File: src/rtl/arb21_rr.sv
// arb21_rr: two-requester round-robin arbiter driving the select of a
// shared 2:1 datapath mux, with valid/ready forwarding and a burst cap.
// Ports:
//   clk, rst_n      clock, async active-low reset
//   req0/req1       requester has a beat on d0/d1
//   d0/d1           beat data
//   last0/last1     beat is final beat of its packet
//   gnt0/gnt1       beat accepted this cycle
//   y, y_valid      muxed beat and its valid
//   y_ready         downstream accepts y
//   s               registered mux select
//   busy            a grant is held
module arb21_rr #(
    parameter int WIDTH    = 8,
    parameter int MAXBURST = 4
) (
    input  logic             clk,
    input  logic             rst_n,
    input  logic             req0,
    input  logic             req1,
    input  logic [WIDTH-1:0] d0,
    input  logic [WIDTH-1:0] d1,
    input  logic             last0,
    input  logic             last1,
    output logic             gnt0,
    output logic             gnt1,
    output logic [WIDTH-1:0] y,
    output logic             y_valid,
    input  logic             y_ready,
    output logic             s,
    output logic             busy
);

    localparam int CW = $clog2(MAXBURST + 1);
    localparam logic [CW-1:0] CNT_MAX = CW'(MAXBURST);
    localparam logic [CW-1:0] CNT_ONE = CW'(1);

    typedef enum logic [1:0] {
        IDLE = 2'd0,
        G0   = 2'd1,
        G1   = 2'd2
    } state_e;

    state_e          state_q, state_d;
    logic            ptr_q, ptr_d;
    logic            s_q, s_d;
    logic [CW-1:0]   cnt_q, cnt_d;
    logic [CW-1:0]   cnt_inc;

    logic            hold_id;
    logic            hold_req;
    logic            hold_last;
    logic            other_req;
    logic            xfer;
    logic            rel;
    logic            pick;

    assign cnt_inc = cnt_q + CNT_ONE;
    assign y       = s_q ? d1 : d0;
    assign s       = s_q;
    assign busy    = (state_q != IDLE);

    // State register
    always_ff @(posedge clk or negedge rst_n) begin
        if (!rst_n) begin
            state_q <= IDLE;
            ptr_q   <= 1'b0;
            s_q     <= 1'b0;
            cnt_q   <= '0;
        end else begin
            state_q <= state_d;
            ptr_q   <= ptr_d;
            s_q     <= s_d;
            cnt_q   <= cnt_d;
        end
    end

    // Next-state logic
    always_comb begin
        state_d = state_q;
        ptr_d   = ptr_q;
        s_d     = s_q;
        cnt_d   = cnt_q;
        rel     = 1'b0;
        pick    = 1'b0;
        unique case (state_q)
            IDLE: begin
                if (req0 || req1) begin
                    pick    = (req0 && req1) ? ptr_q : req1;
                    state_d = pick ? G1 : G0;
                    s_d     = pick;
                    cnt_d   = '0;
                end
            end
            G0, G1: begin
                // Withdrawal releases even mid-packet.
                rel = (xfer && (hold_last || cnt_inc == CNT_MAX))
                    || !hold_req;
                if (rel) begin
                    ptr_d = ~hold_id;
                    cnt_d = '0;
                    if (other_req) begin
                        // Hand over with no idle bubble.
                        state_d = hold_id ? G0 : G1;
                        s_d     = ~hold_id;
                    end else if (hold_req) begin
                        // Only reachable on last/limit release:
                        // restart a fresh burst for the same side.
                        state_d = state_q;
                    end else begin
                        state_d = IDLE;
                    end
                end else if (xfer) begin
                    cnt_d = cnt_inc;
                end
            end
            default: begin
                state_d = IDLE;
            end
        endcase
    end

    // Output decode
    always_comb begin
        gnt0      = 1'b0;
        gnt1      = 1'b0;
        y_valid   = 1'b0;
        hold_id   = 1'b0;
        hold_req  = 1'b0;
        hold_last = 1'b0;
        other_req = 1'b0;
        unique case (1'b1)
            (state_q == G0): begin
                hold_id   = 1'b0;
                hold_req  = req0;
                hold_last = last0;
                other_req = req1;
                y_valid   = req0;
                gnt0      = req0 & y_ready;
            end
            (state_q == G1): begin
                hold_id   = 1'b1;
                hold_req  = req1;
                hold_last = last1;
                other_req = req0;
                y_valid   = req1;
                gnt1      = req1 & y_ready;
            end
            default: begin
            end
        endcase
        xfer = y_valid & y_ready;
    end

endmodule

File: config.mk
export PLATFORM = sky130hd
export DESIGN_NAME = arb21_rr
export DESIGN_NICKNAME = d
export VERILOG_FILES = /design/src/rtl/arb21_rr.sv
export SDC_FILE = /design/constraint.sdc
export NUM_CORES = 1
export LEC_CHECK = 0
export ABC_AREA = 1
export BUFFER_PORTS_ARGS = -buffer_cell sky130_fd_sc_hd__buf_2
export CAP_MARGIN = 25
export CORE_MARGIN = 2
export CORE_UTILIZATION = 45
export DETAILED_ROUTE_END_ITERATION = 10
export GPL_TIMING_DRIVEN = 0
export PLACE_DENSITY = 0.79
export SYNTH_ARGS = -nofsm -noshare
export SYNTH_HDL_FRONTEND = slang
export SYNTH_SLANG_ARGS = --single-unit
File: constraint.sdc
create_clock -name clk -period 1.9 [get_ports clk]
set_input_delay 0.38 -clock clk [delete_from_list [all_inputs] [get_ports clk]]
set_output_delay 0.38 -clock clk [all_outputs]
set_load 0.01 [all_outputs]
==> metrics.md, run 1 <==
| Metric | Value |
|---|---|
| Setup CP Type | `reg -> out` |
| Area delta synth->final | `33.7%` |
| Mapped Avg Cell Area | `7.32 sq um` |
| R2r endpoint | `state_q[0]$_DFFE_PN0P_` |
| Unrepaired setup endpoints after global routing | `false` |
| Gp weighted congestion | `0.822` |
| FF-to-FF setup slack | `390 ps` |
| Crit path DAT | `1400 ps` |
| DIE WIDTH | `45.5 microns` |
| Ant. Diodes | `0` |
| Worst path top cell family by delay | `flip-flops` |
| WL per Instance | `10.8 microns` |
| Register area share after synthesis | `0.226` |
| Final Max Tran Viols | `0` |
| Final setup violation count | `0` |
| Clk sinks | `7` |
| Root buf cell | `clkbuf_4` |
| Via count | `816` |
| Largest net degree at the start of global routing | `11` |
| Worst-Skew Late Latency | `260 ps` |
| CTS H-Tree Depth | `1` |
| Global-route usage over all layers | `0.175` |
| Worst setup EP type | `output pin` |
| Count of final hold-check violations | `0` |
| Combinational power share | `0.730` |
| Layout net count | `177` |
| DR pass1 iterations | `4` |
| Worst setup SP type | `register` |
| I/O Pins | `36` |
| CP Cell Sequence | `inv_2 > ha_2 > nand2_2 > a21oi_4 > buf_2` |
| Cell area after placement | `972 sq um` |
| Design area | `1040 sq um` |
| Die area | `2070 sq um` |
| DRC Markers | `0` |
| Total gr overflow | `0` |
| Worst Max-Slew Pin Slew | `328 ps` |
| Power per cell area | `1340 nW/um^2` |
| Tcrit/Tclk final | `0.937` |
| Num rows | `15` |
| Via density | `4.98` |
| Tightest Hold Check Type | `in -> async` |
| Worst Path Buf+Inv | `2` |
| Fmax | `562 MHz` |
| Hold Slack | `479 ps` |
| Slowest cell on crit path | `dfrtp_1` |
| CTS buffer count | `3` |
| Netlist cell types | `23` |
| Total chip power | `0.00139 W` |
| Worst Path Required | `1520 ps` |
| Vias in the first global route | `708` |
| Outcome | `complete, no violations` |
| Sw frac | `0.484` |
| Mapped Cells | `106` |
| Worst VDD drop | `779 uV` |
| Final HPWL DP | `1530 microns` |
| Fin crit period | `1780 ps` |
| Initial antenna violation count | `0` |
| Max cap viols | `0` |
| Post-route ant nets | `0` |
| CTS max path bufs | `2` |
| Iteration-0 DRC Markers | `8` |
| Layout cell share with drive strength beyond 1 | `0.483` |
| Leakage | `0.588 nW` |
| Slew margin rel. | `0.779` |
| CTS clk-pin slew, worst paths | `50 ps` |
| Internal power | `0.000715 W` |
| FF-to-FF path depth | `8` |
| Die boundary height | `45.5 microns` |
| CTS tree | `yes` |
| Port Buf Inserts | `35` |
| Initial Utilization | `0.464` |
| Fin Clk Skew | `0.540 ps` |
| Seq cells post-synth | `7` |
| Net Switching | `0.000672 W` |
| Cell area after synthesis | `776 sq um` |
| Slowest stage delay, CP | `420 ps` |
| Post-Route WL | `1770 microns` |
| Post-Syn Nets | `135` |
| Seq pwr share | `0.171` |
| Yosys Warn Count | `0` |
| TNS Setup | `0 ps` |
| Clock Power Share | `0.099` |
| First-pass GRT wire length | `2590 microns` |
| Reg2Reg Launch Point | `state_q[0]$_DFFE_PN0P_` |
| Core area | `1670 sq um` |
| Worst-path maximum fanout | `5` |
==> per-layer routing <==
metal  vias up  GRT usage  share of wire
met5         -          0              0
met4         0     0.0353              0
met3         0     0.0595          0.081
met2        34      0.358           0.53
met1       361      0.162           0.39
li1        421          -              -
==> power by group through the flow <==
stage	Sequential, W	Clock (W)	Combinational [W]
3_5_place_dp	0.000237	0	0.000964
2_1_floorplan	0.000234	0	0.000742
3_3_place_gp	0.000234	0	0.000940
4_1_cts	0.000235	0.000144	0.00102
5_1_grt	0.000246	0.000154	0.00113
6_report	0.000237	0.000138	0.00101
==> cells in the mapped netlist <==
master	count	share of area
a21oi_1	2	0.013
a21oi_2	1	0.011
a21oi_4	1	0.021
and2_1	1	0.0081
buf_2	1	0.0064
clkbuf_8	1	0.018
dfrtp_1	7	0.23
ha_1	6	0.097
inv_1	12	0.058
inv_2	2	0.0097
mux2_2	8	0.12
nand2_1	34	0.16
nand2_2	4	0.032
nand2_4	1	0.015
nand3_1	11	0.071
nand3_2	1	0.013
nand3_4	2	0.045
nand4_1	1	0.0081
nor2_1	5	0.024
nor2_2	2	0.016
nor2_4	1	0.015
nor3_1	1	0.0064
o21ai_0	1	0.0064
==> how the worst max path moves through the flow <==
stage | from | endpoint | cells after the start
after global placement | state_q[0]$_DFFE_PN0P_ | y_valid | 5
after CTS | state_q[1]$_DFFE_PN0P_ | y_valid | 5
after detailed placement | state_q[0]$_DFFE_PN0P_ | y_valid | 5
final | state_q[0]$_DFFE_PN0P_ | y_valid | 5
after floorplan | state_q[0]$_DFFE_PN0P_ | state_q[0]$_DFFE_PN0P_ | 9
after global routing | state_q[1]$_DFFE_PN0P_ | y_valid | 5
==> flip-flops by register name (all words and copies together), names as in the netlist <==
name and count:
s 1, cnt_q 3, state_q 2, ptr_q 1
==> layout make-up <==
| type | count | area (sq um) |
|---|---|---|
| Inverter | 14 | 52.6 |
| Multi-Input combinational cell | 83 | 549 |
| Clock inverter | 1 | 5.00 |
| Timing Repair Buffer | 37 | 193 |
| Fill cell | 151 | 633 |
| Buffer | 2 | 18.8 |
| Tap cell | 17 | 21.3 |
| Sequential cell | 7 | 175 |
| Clock buffer | 3 | 22.5 |
==> kinds of logic (layout without fill, tap and decap cells) <==
group | Yosys count | in the layout | share of synthesized area
simple gates | 64 | 64 | 0.418
buf+inv | 16 | 57 | 0.0919
mux | 8 | 8 | 0.116
flops | 7 | 7 | 0.226
fa+ha+maj | 6 | 6 | 0.0968
compound gates | 5 | 5 | 0.0516
==> repair_timing <==
item | CTS | global route
buffers inserted | 1 | 0
pin swaps | 1 | 0
endpoints found under the hold margin | 7 | 0
endpoints found under the setup margin | 1 | 2
gates resized for setup | 3 | 3
hold buffers | 1 | 0
==> layout by cell type, fill, tap and decap left out, drive strengths merged <==
| master | Yosys | layout |
|---|---|---|
| clkinv | 0 | 1 |
| nand4 | 1 | 1 |
| ha | 6 | 6 |
| buf | 1 | 37 |
| dfrtp | 7 | 7 |
| nor3 | 1 | 1 |
| nand3 | 14 | 14 |
| nand2 | 39 | 39 |
| a21oi | 4 | 4 |
| o21ai | 1 | 1 |
| and2 | 1 | 1 |
| clkbuf | 1 | 4 |
| dlygate4sd3 | 0 | 1 |
| nor2 | 8 | 8 |
| inv | 14 | 14 |
| mux2 | 8 | 8 |
==> through the flow <==
stage	worst slack [ps]	std cells	util
2_1_floorplan	462	106	-
3_3_place_gp	298	158	0.582
3_5_place_dp	286	158	0.582
4_1_cts	19.7	164	0.619
5_1_grt	24.2	164	0.621
6_report	119	164	0.621
(Power assumes the default switching activity.)
==> run 2: changes to the inputs <==
- ABC_AREA: 1 -> 0
- CORE_UTILIZATION: 45 -> 44
- PLACE_DENSITY: 0.79 -> 0.78
==> run 2 against run 1 <==
Hold slack about the same. Core utilization up 4.2 points. Synthesized area down 7.1%. Register-to-register slack worse by 330 ps. Clock power about the same. Power down 3.4%.
==> metrics.md, run 2 <==
| Metric | Value |
|---|---|
| Outcome | `complete, no violations` |
| Root buf cell | `clkbuf_4` |
| CP Cell Sequence | `inv_2 > ha_4 > buf_6 > and4b_1 > o21ai_1 > o211a_1 > mux2_4` |
| CTS H-Tree Depth | `1 (unchanged)` |
| Ant. Diodes | `0 (unchanged)` |
| Cell area after synthesis | `721 sq um (-7.1%)` |
| Post-synth EDFFs | `0 (unchanged)` |
| I/O Pins | `36 (unchanged)` |
| Slew margin rel. | `0.773 (-0.00595)` |
| Total chip power | `0.00134 W (-3.4%)` |
| Die boundary height | `44.5 microns (-2.3%)` |
| Via density | `5.51 (+11%)` |
| Final HPWL DP | `1360 microns (-11%)` |
| Count of final hold-check violations | `0 (unchanged)` |
| Seq. cell area | `178 sq um (+1.4%)` |
| Clk sinks | `7 (unchanged)` |
| Final setup violation count | `0 (unchanged)` |
| Seq cells post-synth | `7 (unchanged)` |
| Slowest stage delay, CP | `450 ps (+30 ps)` |
| Num rows | `14 (-1)` |
| Commonest non-fill, non-tap cells in the layout | `34 x buf_2, 9 x mux2_2, 7 x inv_1` |
| Hold Slack | `478 ps (-0.241 ps)` |
| Internal power | `0.000757 W (+5.8%)` |
| Max cap viols | `0 (unchanged)` |
| Tightest Hold Check Type | `in -> async` |
| DRC Markers | `0 (unchanged)` |
| Mapped Avg Cell Area | `9.61 sq um (+31%)` |
| Proportion of netlist area held by the largest area contributor | `0.243 (+0.0172)` |
| DIE WIDTH | `44.5 microns (-2.3%)` |
| Top cells by count, synth | `9 x inv_1, 9 x mux2_2, 7 x dfrtp_1` |
| Top FF cell, synth | `dfrtp_1` |
| DR pass1 iterations | `4 (unchanged)` |
| Vias in the first global route | `674 (-4.8%)` |
| Net Switching | `0.000583 W (-13%)` |
| Dominant cells by area after synthesis | `dfrtp_1 24%, mux2_2 14%, ha_1 10%` |
| Commonest non-fill, non-tap cell in the layout | `buf_2` |
| Post-Route WL | `1720 microns (-2.6%)` |
| Worst-path maximum fanout | `8 (+3)` |
| Mapped Cells | `75 (-29%)` |
| Fmax | `544 MHz (-3.2%)` |
| Worst setup SP type | `register` |
| Area delta synth->final | `40.1%` |
| Fin crit period | `1840 ps (+59.1 ps)` |
| Crit path DAT | `1980 ps (+580 ps)` |
| Clock Power Share | `0.105 (+0.006)` |
| Seq pwr share | `0.208 (+0.037)` |
| Place WS | `30.1 ps (-256 ps)` |
| Critical path origin | `state_q[1]$_DFFE_PN0P_` |
| Layout net count | `145 (-18%)` |
| Core area | `1520 sq um (-8.8%)` |
| Tcrit/Tclk final | `0.968 (+0.0311)` |
| WL per Instance | `13.1 microns (+22%)` |
| Worst Max-Slew Pin Slew | `340 ps (+11.5 ps)` |
| Fillers | `123 (-19%)` |
| Total gr overflow | `0 (unchanged)` |
| Footprint of the multi-input gates | `531 sq um (-3.4%)` |
| Sw frac | `0.435 (-0.0490)` |
| Post-route ant nets | `0 (unchanged)` |
| Post-Syn Nets | `104 (-23%)` |
| Die area | `1980 sq um (-4.6%)` |
| Worst Path Buf+Inv | `2 (unchanged)` |
| Worst-Skew Late Latency | `260 ps (about the same)` |
| Reg2Reg Launch Point | `state_q[1]$_DFFE_PN0P_` |
| Setup CP Type | `reg -> reg` |
| Worst VDD drop | `926 uV (+19%)` |
| Combinational power share | `0.687 (-0.043)` |
| CTS max path bufs | `2 (unchanged)` |
| TNS Setup | `0 ps (unchanged)` |
| CTS tree | `yes` |
| Asr flop ratio synth | `1.00 (unchanged)` |
| First-pass GRT wire length | `2640 microns (+1.9%)` |
| Worst setup EP type | `register` |
| Layout cell share with drive strength beyond 1 | `0.565 (+0.0822)` |
| Slowest cell on crit path | `dfrtp_2` |
| Max reg flops | `3 (unchanged)` |
| Gp weighted congestion | `0.844 (+2.7%)` |
| Via count | `722 (-12%)` |
| Power per cell area | `1330 nW/um^2 (-0.77%)` |
| Top reg by flops | `cnt_q` |
| Final core utilization | `0.663 (+0.0416)` |
| Global-route usage over all layers | `0.183 (+0.00710)` |
| Worst Path Required | `2040 ps (+520 ps)` |
| Fin Clk Skew | `1.02 ps (+0.481 ps)` |
| Yosys Warn Count | `0 (unchanged)` |
| Netlist cell types | `37 (+61%)` |
| Register area share after synthesis | `0.243 (+0.0172)` |
| Worst path top cell family by delay | `flip-flops` |
| Initial antenna violation count | `0 (unchanged)` |
| Cell taking the most area after synthesis | `dfrtp_1` |
| Final Max Tran Viols | `0 (unchanged)` |
| Largest registers | `cnt_q x3, state_q x2` |
| CTS clk-pin slew, worst paths | `60 ps (about the same)` |
| Worst setup margin | `60.1 ps (-59.1 ps)` |
| Iteration-0 DRC Markers | `7 (-1)` |
| Port Buf Inserts | `34 (-2.9%)` |
| Initial Utilization | `0.473 (+0.00849)` |
| CTS buffer count | `3 (unchanged)` |
| Largest net degree at the start of global routing | `10 (-1)` |
| Leakage | `0.511 nW (-13%)` |
==> run 2: kinds of logic (layout without fill, tap and decap cells) <==
kind of cell             after synthesis  count (layout)  share of synthesized area
adder cells (fa/ha/maj)                6               6                      0.104
buffers and inverters                 12              52                     0.0781
AND/OR/NAND/NOR                       19              19                      0.156
XOR/XNOR                               1               1                     0.0122
AO/OA/AOI/OAI                         17              17                      0.200
flip-flops                             7               7                      0.243
multiplexers                          13              13                      0.207
==> run 2: worst register-to-register path, cell delays in order (launching register included) <==
cell and delay (ps):
dfrtp_2 450, inv_2 110, ha_4 200, buf_6 130, and4b_1 190, o21ai_1 110
o211a_1 220, mux2_4 310
==> run 2: layout make-up <==
class,count,share of cell area
multi-input cells,56,0.525
repair buffers,37,0.193
flip-flops and latches,7,0.176
inverters,9,0.0359
clock buffers,3,0.0223
plain buffers,2,0.0223
well taps,16,0.0198
clock inverters,1,0.00496
==> run 2: final timing paths <==
check | to | slack, ps | depth (start not counted)
worst min-delay path | s$_DFFE_PN0P_ | 480 | 2
worst min register to register | ptr_q$_DFFE_PN0P_ | 510 | 1
max in group asynchronous | state_q[0]$_DFFE_PN0P_ | 1250 | 2
worst max-delay path | state_q[1]$_DFFE_PN0P_ | 60 | 7
worst max register to register | state_q[1]$_DFFE_PN0P_ | 60 | 7
min in group clk | cnt_q[1]$_DFFE_PN0P_ | 510 | 4
==> run 2: what timing repair did <==
| item | CTS | global route |
|---|---|---|
| endpoints found under the setup margin | 2 | 12 |
| pin swaps | 0 | 3 |
| resized for setup | 2 | 10 |
| buffers inserted | 1 | 1 |
| hold endpoints to repair | 7 | 0 |
| hold buffers | 1 | 0 |
==> run 2: power by group through the flow <==
stage	clock, W	combinational (W)	sequential (W)
after global routing	0.000155	0.00100	0.000288
after global placement	0	0.000810	0.000229
after detailed placement	0	0.000835	0.000235
after CTS	0.000143	0.000861	0.000233
final	0.000141	0.000920	0.000279
after floorplan	0	0.000623	0.000233
==> run 2: per-layer routing <==
metal,vias up,wire length [microns],track usage
met5,-,0,0
met4,0,21,0.0909
met3,2,189,0.0776
met2,38,821,0.316
met1,323,690,0.185
li1,359,-,-
==> run 2: stage by stage <==
step                cells  instance area (sq um)
global placement      125                    911
detailed placement    125                    911
CTS                   131                    961
finish                131                   1010
global route          131                   1010
floorplan              75                    721
